[src/rtl/const_tie_array.sv]
// Programmable tie-off generator: constant one/zero lines plus NCH tie lines reloaded
// through a serial shadow register and an atomic commit. Optional lock feature: CONST_LOCK_EN.
module const_tie_array #(
  parameter int             NCH           = 8,
  parameter logic [NCH-1:0] RESET_VAL     = 'h0F,
  parameter int             SETTLE_CYCLES = 16
) (
  input  logic           clock,
  input  logic           reset,
  input  logic           shift_en,
  input  logic           shift_din,
  input  logic           apply,
`ifdef CONST_LOCK_EN
  input  logic           lock,
  output logic           locked,
`endif
  output logic [NCH-1:0] one,
  output logic [NCH-1:0] zero,
  output logic [NCH-1:0] tie,
  output logic           shift_dout,
  output logic           ready,
  output logic           err
);

  localparam int BW = $clog2(NCH + 2);
  localparam logic [BW-1:0] BC_FULL = BW'(NCH);
  localparam logic [BW-1:0] BC_OVR  = BW'(NCH + 1);
  localparam logic [7:0]    CNT_END = 8'(SETTLE_CYCLES - 1);

  typedef enum logic [1:0] {S_SETTLE, S_IDLE, S_SHIFT, S_COMMIT} state_t;

  state_t          state_q, state_d;
  logic [7:0]      cnt_q, cnt_d;
  logic [NCH-1:0]  shadow_q, shadow_d;
  logic [BW-1:0]   bitcnt_q, bitcnt_d;
  logic [NCH-1:0]  tie_q, tie_d;
  logic            err_q, err_d;
`ifdef CONST_LOCK_EN
  logic            locked_q, locked_d;
  logic            lock_pend_q, lock_pend_d;
`endif

  always_comb begin
    state_d  = state_q;
    cnt_d    = cnt_q;
    shadow_d = shadow_q;
    bitcnt_d = bitcnt_q;
    tie_d    = tie_q;
    err_d    = 1'b0;
`ifdef CONST_LOCK_EN
    locked_d    = locked_q;
    lock_pend_d = lock_pend_q;
`endif
    case (state_q)
      S_SETTLE: begin
        if (cnt_q == CNT_END) state_d = S_IDLE;
        else                  cnt_d   = cnt_q + 8'd1;
      end
      S_IDLE: begin
`ifdef CONST_LOCK_EN
        // Once locked the block parks here for good; a deferred lock lands on the first idle cycle.
        if (locked_q) begin
        end else if (lock || lock_pend_q) begin
          locked_d    = 1'b1;
          lock_pend_d = 1'b0;
        end else
`endif
        if (apply) begin
          err_d = 1'b1;
        end else if (shift_en) begin
          shadow_d = {shadow_q[NCH-2:0], shift_din};
          bitcnt_d = BW'(1);
          state_d  = S_SHIFT;
        end
      end
      S_SHIFT: begin
`ifdef CONST_LOCK_EN
        lock_pend_d = lock_pend_q | lock;
`endif
        if (apply) begin
          if (!shift_en && bitcnt_q == BC_FULL) begin
            state_d = S_COMMIT;
          end else begin
            err_d    = 1'b1;
            shadow_d = tie_q;
            bitcnt_d = '0;
            state_d  = S_IDLE;
          end
        end else if (shift_en) begin
          shadow_d = {shadow_q[NCH-2:0], shift_din};
          if (bitcnt_q != BC_OVR) bitcnt_d = bitcnt_q + 1'b1;
        end
      end
      S_COMMIT: begin
`ifdef CONST_LOCK_EN
        lock_pend_d = lock_pend_q | lock;
`endif
        tie_d    = shadow_q;
        bitcnt_d = '0;
        state_d  = S_IDLE;
      end
      default: state_d = S_SETTLE;
    endcase
  end

  always_ff @(posedge clock or posedge reset) begin
    if (reset) begin
      state_q  <= S_SETTLE;
      cnt_q    <= '0;
      shadow_q <= RESET_VAL;
      bitcnt_q <= '0;
      tie_q    <= RESET_VAL;
      err_q    <= 1'b0;
`ifdef CONST_LOCK_EN
      locked_q    <= 1'b0;
      lock_pend_q <= 1'b0;
`endif
    end else begin
      state_q  <= state_d;
      cnt_q    <= cnt_d;
      shadow_q <= shadow_d;
      bitcnt_q <= bitcnt_d;
      tie_q    <= tie_d;
      err_q    <= err_d;
`ifdef CONST_LOCK_EN
      locked_q    <= locked_d;
      lock_pend_q <= lock_pend_d;
`endif
    end
  end

  assign one        = '1;
  assign zero       = '0;
  assign tie        = tie_q;
  assign err        = err_q;
  assign shift_dout = shadow_q[NCH-1];
`ifdef CONST_LOCK_EN
  assign locked = locked_q;
  assign ready  = (state_q == S_IDLE || state_q == S_SHIFT) && !locked_q;
`else
  assign ready  = (state_q == S_IDLE || state_q == S_SHIFT);
`endif

endmodule

[config.mk]
export PLATFORM = sky130hd
export DESIGN_NAME = const_tie_array
export DESIGN_NICKNAME = d
export VERILOG_FILES = /design/src/rtl/const_tie_array.sv
export SDC_FILE = /design/constraint.sdc
export NUM_CORES = 1
export LEC_CHECK = 0
export ABC_AREA = 0
export BUFFER_PORTS_ARGS = -buffer_cell sky130_fd_sc_hd__buf_2
export CAP_MARGIN = 20
export CORE_UTILIZATION = 41
export CTS_CLUSTER_DIAMETER = 80
export DETAILED_ROUTE_END_ITERATION = 16
export GPL_TIMING_DRIVEN = 1
export PLACE_DENSITY = 0.73
export SETUP_SLACK_MARGIN = 0.5
export SLEW_MARGIN = 20
export SYNTH_ARGS = -nofsm -noshare
export SYNTH_HDL_FRONTEND = slang
export SYNTH_SLANG_ARGS = --single-unit
[constraint.sdc]
create_clock -name clock -period 3.7 [get_ports clock]
set_input_delay 0.185 -clock clock [delete_from_list [all_inputs] [get_ports clock]]
set_output_delay 0.185 -clock clock [all_outputs]
set_load 0.02 [all_outputs]
## Word-level counts from Yosys, hierarchy flattened

Cells that the tools add are included.

| storage, ports and cells | value |
|---|---|
| output and inout port bits | 27 |
| flip-flop bits (word level) | 31 |
| input bits | 5 |

| operators by class | value |
|---|---|
| reductions and logical operators | 10 |
| $add $sub $neg | 2 |
| mux-type cells | 22 |
| bitwise logic cells | 1 |
| eq/ne operators | 13 |

Operators by type and width:

| kind | count |
|---|---|
| 2-to-1 mux 8 bit | 4 |
| 2-to-1 mux 4 bit | 6 |
| case mux 8 bit (2 select lines) | 1 |
| case mux 4 bit (3 select lines) | 1 |
| 2-to-1 mux 2 bit | 5 |
| != test 3 bit (second input constant) | 3 |
| adder 8 x 1 -> 8 bit (second input constant) | 1 |
| == test 8 x 4 -> 1 bit (second input constant) | 1 |
| != test 2 bit (second input constant) | 4 |
| case mux 2 bit (4 select lines) | 1 |
| AND reduction 6 bit | 1 |
| adder 4 x 1 -> 4 bit (second input constant) | 1 |
| == test 2 bit (second input constant) | 2 |
| == test 4 bit (second input constant) | 1 |
| != test 4 bit (second input constant) | 1 |
| AND reduction 4 bit | 1 |
| 2-to-1 mux 1 bit | 3 |
| AND reduction 3 bit | 1 |
| nonzero test 3 bit | 1 |
| == test 2 x 1 -> 1 bit (second input constant) | 1 |
| logical NOT 2 bit | 1 |
| case mux 1 bit (2 select lines) | 1 |
| AND reduction 2 bit | 1 |
| nonzero test 2 bit | 1 |
| other kinds (4) | 4 |

## Logic depth before layout (Yosys ltp)

| logic depth | value |
|---|---|
| word-level depth | 5 |
| depth in mapped cells | 7 |

## Worst setup path before layout

No wires, ideal clock.

| path | value |
|---|---|
| path type | register to register |
| start point | register bitcnt_q[0] |
| end point | register shadow_q[4] |
| library setup time | 131 ps |
| stages on the path, launching flop included | 8 |
| period minus slack after synthesis | 1491 ps |
| path slack | 2209 ps |
| arrival | 1360 ps |
| cell sequence | dfrtp_1 -> inv_1 -> ha_1 -> nor4bb_4 -> o21ai_1 -> o211a_1 -> buf_2 -> a2bb2oi_1 |

| between the ends | value |
|---|---|
| longest elaborated chain between the ends | 4 |

Ends and longest elaborated chain:

| what | RTL line | source |
|---|---|---|
| start: declaration | 35 | `logic [BW-1:0] bitcnt_q, bitcnt_d;` |
| start signal: assignment | 122 | `bitcnt_q <= bitcnt_d;` |
| == test 4 bit | 81 | `if (!shift_en && bitcnt_q == BC_FULL) begin` |
| logical AND 1 bit | 81 |  |
| != test 3 bit (no source line) | - |  |
| AND reduction 3 bit (no source line) | - |  |
| end signal: assignment | 121 | `shadow_q <= shadow_d;` |
| end: declaration | 34 | `logic [NCH-1:0] shadow_q, shadow_d;` |

Every way passes these cells.
A chain may end at the register's enable or synchronous reset.

## Final worst setup path

| path | value |
|---|---|
| start point | register state_q[0] |
| end point | register shadow_q[4] |

| between the ends | value |
|---|---|
| longest elaborated chain between the ends | 3 |
| elaborated cells on any way between the ends | 7 |
| those cells by class | eq/ne: 4; mux: 1; reduce/logical: 2 |

Ends and longest elaborated chain:

| what | RTL line | source |
|---|---|---|
| start: declaration | 32 | `state_t state_q, state_d;` |
| start signal: assignment | 119 | `state_q <= state_d;` |
| == test 2 bit or == test 2 x 1 -> 1 bit (tied branches) | 54 | `case (state_q)` |
| != test 3 bit (no source line) (tied with other cells) | - |  |
| AND reduction 3 bit (no source line) | - |  |

Several ways; a longest one is shown, not always the timed one.

==> metrics.md <==
| Metric | Value |
|---|---|
| Vias in the first global route | `1160` |
| Reg area | `786 um^2` |
| Post-DR vias/cell | `5.18` |
| Period utilisation layout | `0.545` |
| Ports | `32` |
| Status | `finished clean` |
| Critical Path Fanout Max | `11` |
| Max rail drop VDD | `0.254 mV` |
| Max_cap viols | `0` |
| Bufs and invs on worst path | `1` |
| Logic pwr share | `0.416` |
| Max-slew violations | `0` |
| CP Capture Type | `flop` |
| Post-route DRC | `0` |
| DIE WIDTH | `67.8 um` |
| Critical path class | `reg -> reg` |
| Final setup violation count | `0` |
| Die height | `67.8 um` |
| Post-DP HPWL | `2260 um` |
| Setup TNS | `0 ps` |
| Latest clock arrival within the worst-skew pair | `280 ps` |
| Worst Path Required | `3890 ps` |
| Number of synthesis warnings | `0` |
| CP max-delay cell | `dfrtp_1` |
| Hold path cells | `3` |
| Worst R2R Path Depth | `6` |
| CTS tree | `yes` |
| Worst Tran Pin Value | `532 ps` |
| Root Buffer | `clkbuf_8` |
| Clock Pin Slew Worst Setup and Hold Paths | `70 ps` |
| CTS sink count | `31` |
| Htree depth | `2` |
| Leak Pwr | `0.000855 uW` |
| Critical Path Start Type | `flop` |
| Starting density of the core | `0.435` |
| FMAX | `0.495 GHz` |
| Vias after detailed routing | `1180` |
| Post-CTS setup buffers | `0` |
| Sequential fraction of the synthesis area | `0.442` |
| Register share of total power | `0.393` |
| 1st-pass router iterations | `4` |
| Total CTS buffers | `5` |
| IO Port Bufs | `15` |
| Area growth, synth to finish | `7.68%` |
| Sw Share | `0.388` |
| CP Depth | `6` |
| Clk network pwr share | `0.190` |
| # nets final | `190` |
| GRT Util Overall | `0.147` |
| Post-Syn Area per Cell | `11.0 um^2` |
| Post-synthesis register bit count | `31` |
| Minimum clock period | `2020 ps` |
| Ys async rst share | `1.00` |
| Filler instances | `386` |
| Area of the multi-input gates | `842 um^2` |
| Pwr/cell area | `800 nW/um^2` |
| Crit path max-delay family | `compound AO/OA/AOI/OAI gates` |
| Initial antenna violation count | `0` |
| Gp weighted congestion | `0.754` |
| Mapped cell area | `1780 um^2` |
| Hold Path Class | `in -> reg` |
| Synth cell types | `42` |
| Post-synth EDFFs | `0` |
| Share of cells above drive strength 1 | `0.270` |
| Clk_skew | `11.5 ps` |
| Tot Pwr | `1530 uW` |
| Routed len/inst | `13.5 um` |
| Slew headroom | `0.645` |
| FP Rows | `23` |
| Core Box Area | `4090 um^2` |
| Ant. Diodes | `0` |
| Die Area | `4600 um^2` |
| Max stage delay on crit path | `400 ps` |
| Clock tree buffer depth | `2` |
| Largest net degree at the start of global routing | `19` |
| Final ANT Viol Nets | `0` |
| Internal | `936 uW` |
| RSZ-0062 raised after global routing | `no` |
| Global-route wire length before repair | `5010 um` |
| Critical path arrival | `2210 ps` |
| Iter 0 DRT Violations | `84` |
| Synth Flop Type | `dfrtp_1` |
| Switching power | `594 uW` |
| Synth Instances | `161` |
| Total global routing overflow | `0` |
| Crit-path cells | `inv_1, ha_1, nand2_1, nand2b_1, o211a_1, a2bb2oi_1` |
| Routed wire length | `3090 um` |
| Final Hold Viols | `0` |
## worst reg2reg max path, cell delays in order, from the launching register on
cell	delay (ps)
dfrtp_1	400
inv_1	100
ha_1	400
nand2_1	330
nand2b_1	160
o211a_1	330
a2bb2oi_1	210
## routing by layer
metal  vias to the layer above  track usage  wire (um)
li1                        571            -          -
met1                       574        0.193       1480
met2                        29        0.226       1470
met3                         6       0.0317         88
met4                         0       0.0755         48
met5                         -            0          0
## worst paths after layout
check / from / endpoint / slack (ps)
setup / recovery: state_q[0] / shadow_q[4] / 1680
hold / removal: shift_din / shadow_q[0] / 180
setup reg to reg: state_q[0] / shadow_q[4] / 1680
hold reg to reg: cnt_q[7] / cnt_q[7] / 470
max in group asynchronous: reset / tie[2] / 2540
min in group asynchronous: reset / tie[4] / 480
## per-stage QoR
step	cell area (um^2)	util	hold slack [ps]	cells	setup slack, ps
finish	1910	0.468	184	228	1680
detailed placement	1800	0.440	241	219	1740
global placement	1800	0.440	248	219	1860
CTS	1910	0.468	177	228	1710
global route	1910	0.468	216	228	1500
floorplan	1830	-	283	175	2210
## power groups by stage
| stage | combinational, uW | clock [uW] | sequential [uW] |
|---|---|---|---|
| 2_1_floorplan | 482 | 0 | 632 |
| 3_3_place_gp | 617 | 0 | 601 |
| 3_5_place_dp | 640 | 0 | 603 |
| 4_1_cts | 639 | 299 | 601 |
| 5_1_grt | 702 | 313 | 620 |
| 6_report | 637 | 291 | 601 |
## cell usage in the layout (no fill, tap or decap), types with 2 or more instances in the layout
master and n:
a21o_1 2, nor2b_1 3, mux2_2 8, a21oi_1 4
and3_1 2, mux2i_1 3, xnor2_1 5, o22ai_1 8
nand4_1 3, nor2_1 4, o21ai_1 2, o221ai_1 2
o21a_1 2, clkbuf_8 7, buf_2 15, dfrtp_1 23
xor2_1 2, ha_1 8, nand3_1 2, dfstp_2 8
inv_1 7, conb_1 16, a2bb2oi_1 8, o2111ai_1 2
o21ai_0 2, nand2_1 13
## cell type report
class	count	area share
multi-input combinational	115	0.440
tap	50	0.0327
clock inverter	1	0.00392
clock buffer	7	0.0504
sequential	31	0.411
timing repair buffer	17	0.0484
inverter	7	0.0137
## flip-flops by register name, summed over array words and instances (netlist names)
register / count
bitcnt_q: 4
cnt_q: 8
err: 1
shadow_q: 8
state_q: 2
tie: 8
## what timing repair did
action | 4_1_cts | 5_1_grt
resized for setup | 0 | 0
hold endpoints to repair | 13 | 0
hold buffers | 1 | 0
## cells by family (layout without fill, tap and decap cells)
kind of cell	Yosys count	in the layout	synth area share
AO/OA/AOI/OAI	38	38	0.161
XOR/XNOR	7	7	0.0345
adder cells (fa/ha/maj)	8	8	0.0563
buffers and inverters	29	32	0.113
flip-flops	31	31	0.442
multiplexers	11	11	0.0676
other	2	16	0.00423
AND/OR/NAND/NOR	35	35	0.121
## cells in the mapped netlist (2+ instances only)
| cell type | count | area (um^2) |
|---|---|---|
| o21a_1 | 2 | 15.0 |
| mux2i_1 | 3 | 30.0 |
| nand2_1 | 13 | 48.8 |
| clkbuf_8 | 3 | 41.3 |
| buf_4 | 16 | 120 |
| ha_1 | 8 | 100 |
| a21oi_1 | 4 | 20.0 |
| nor2b_1 | 3 | 18.8 |
| o2111ai_1 | 2 | 17.5 |
| dfrtp_1 | 23 | 576 |
| buf_2 | 2 | 10.0 |
| and3_1 | 2 | 12.5 |
| inv_1 | 7 | 26.3 |
| o22ai_1 | 8 | 50.1 |
| nand4_1 | 3 | 18.8 |
| xnor2_1 | 5 | 43.8 |
| o21ai_1 | 2 | 10.0 |
| mux2_2 | 8 | 90.1 |
| conb_1 | 2 | 7.51 |
| a21o_1 | 2 | 15.0 |
| nand3_1 | 2 | 10.0 |
| o21ai_0 | 2 | 10.0 |
| xor2_1 | 2 | 17.5 |
| a2bb2oi_1 | 8 | 70.1 |
| dfstp_2 | 8 | 210 |
| nor2_1 | 4 | 15.0 |
| o221ai_1 | 2 | 17.5 |
Note: power is estimated with default switching activity, not from simulation.
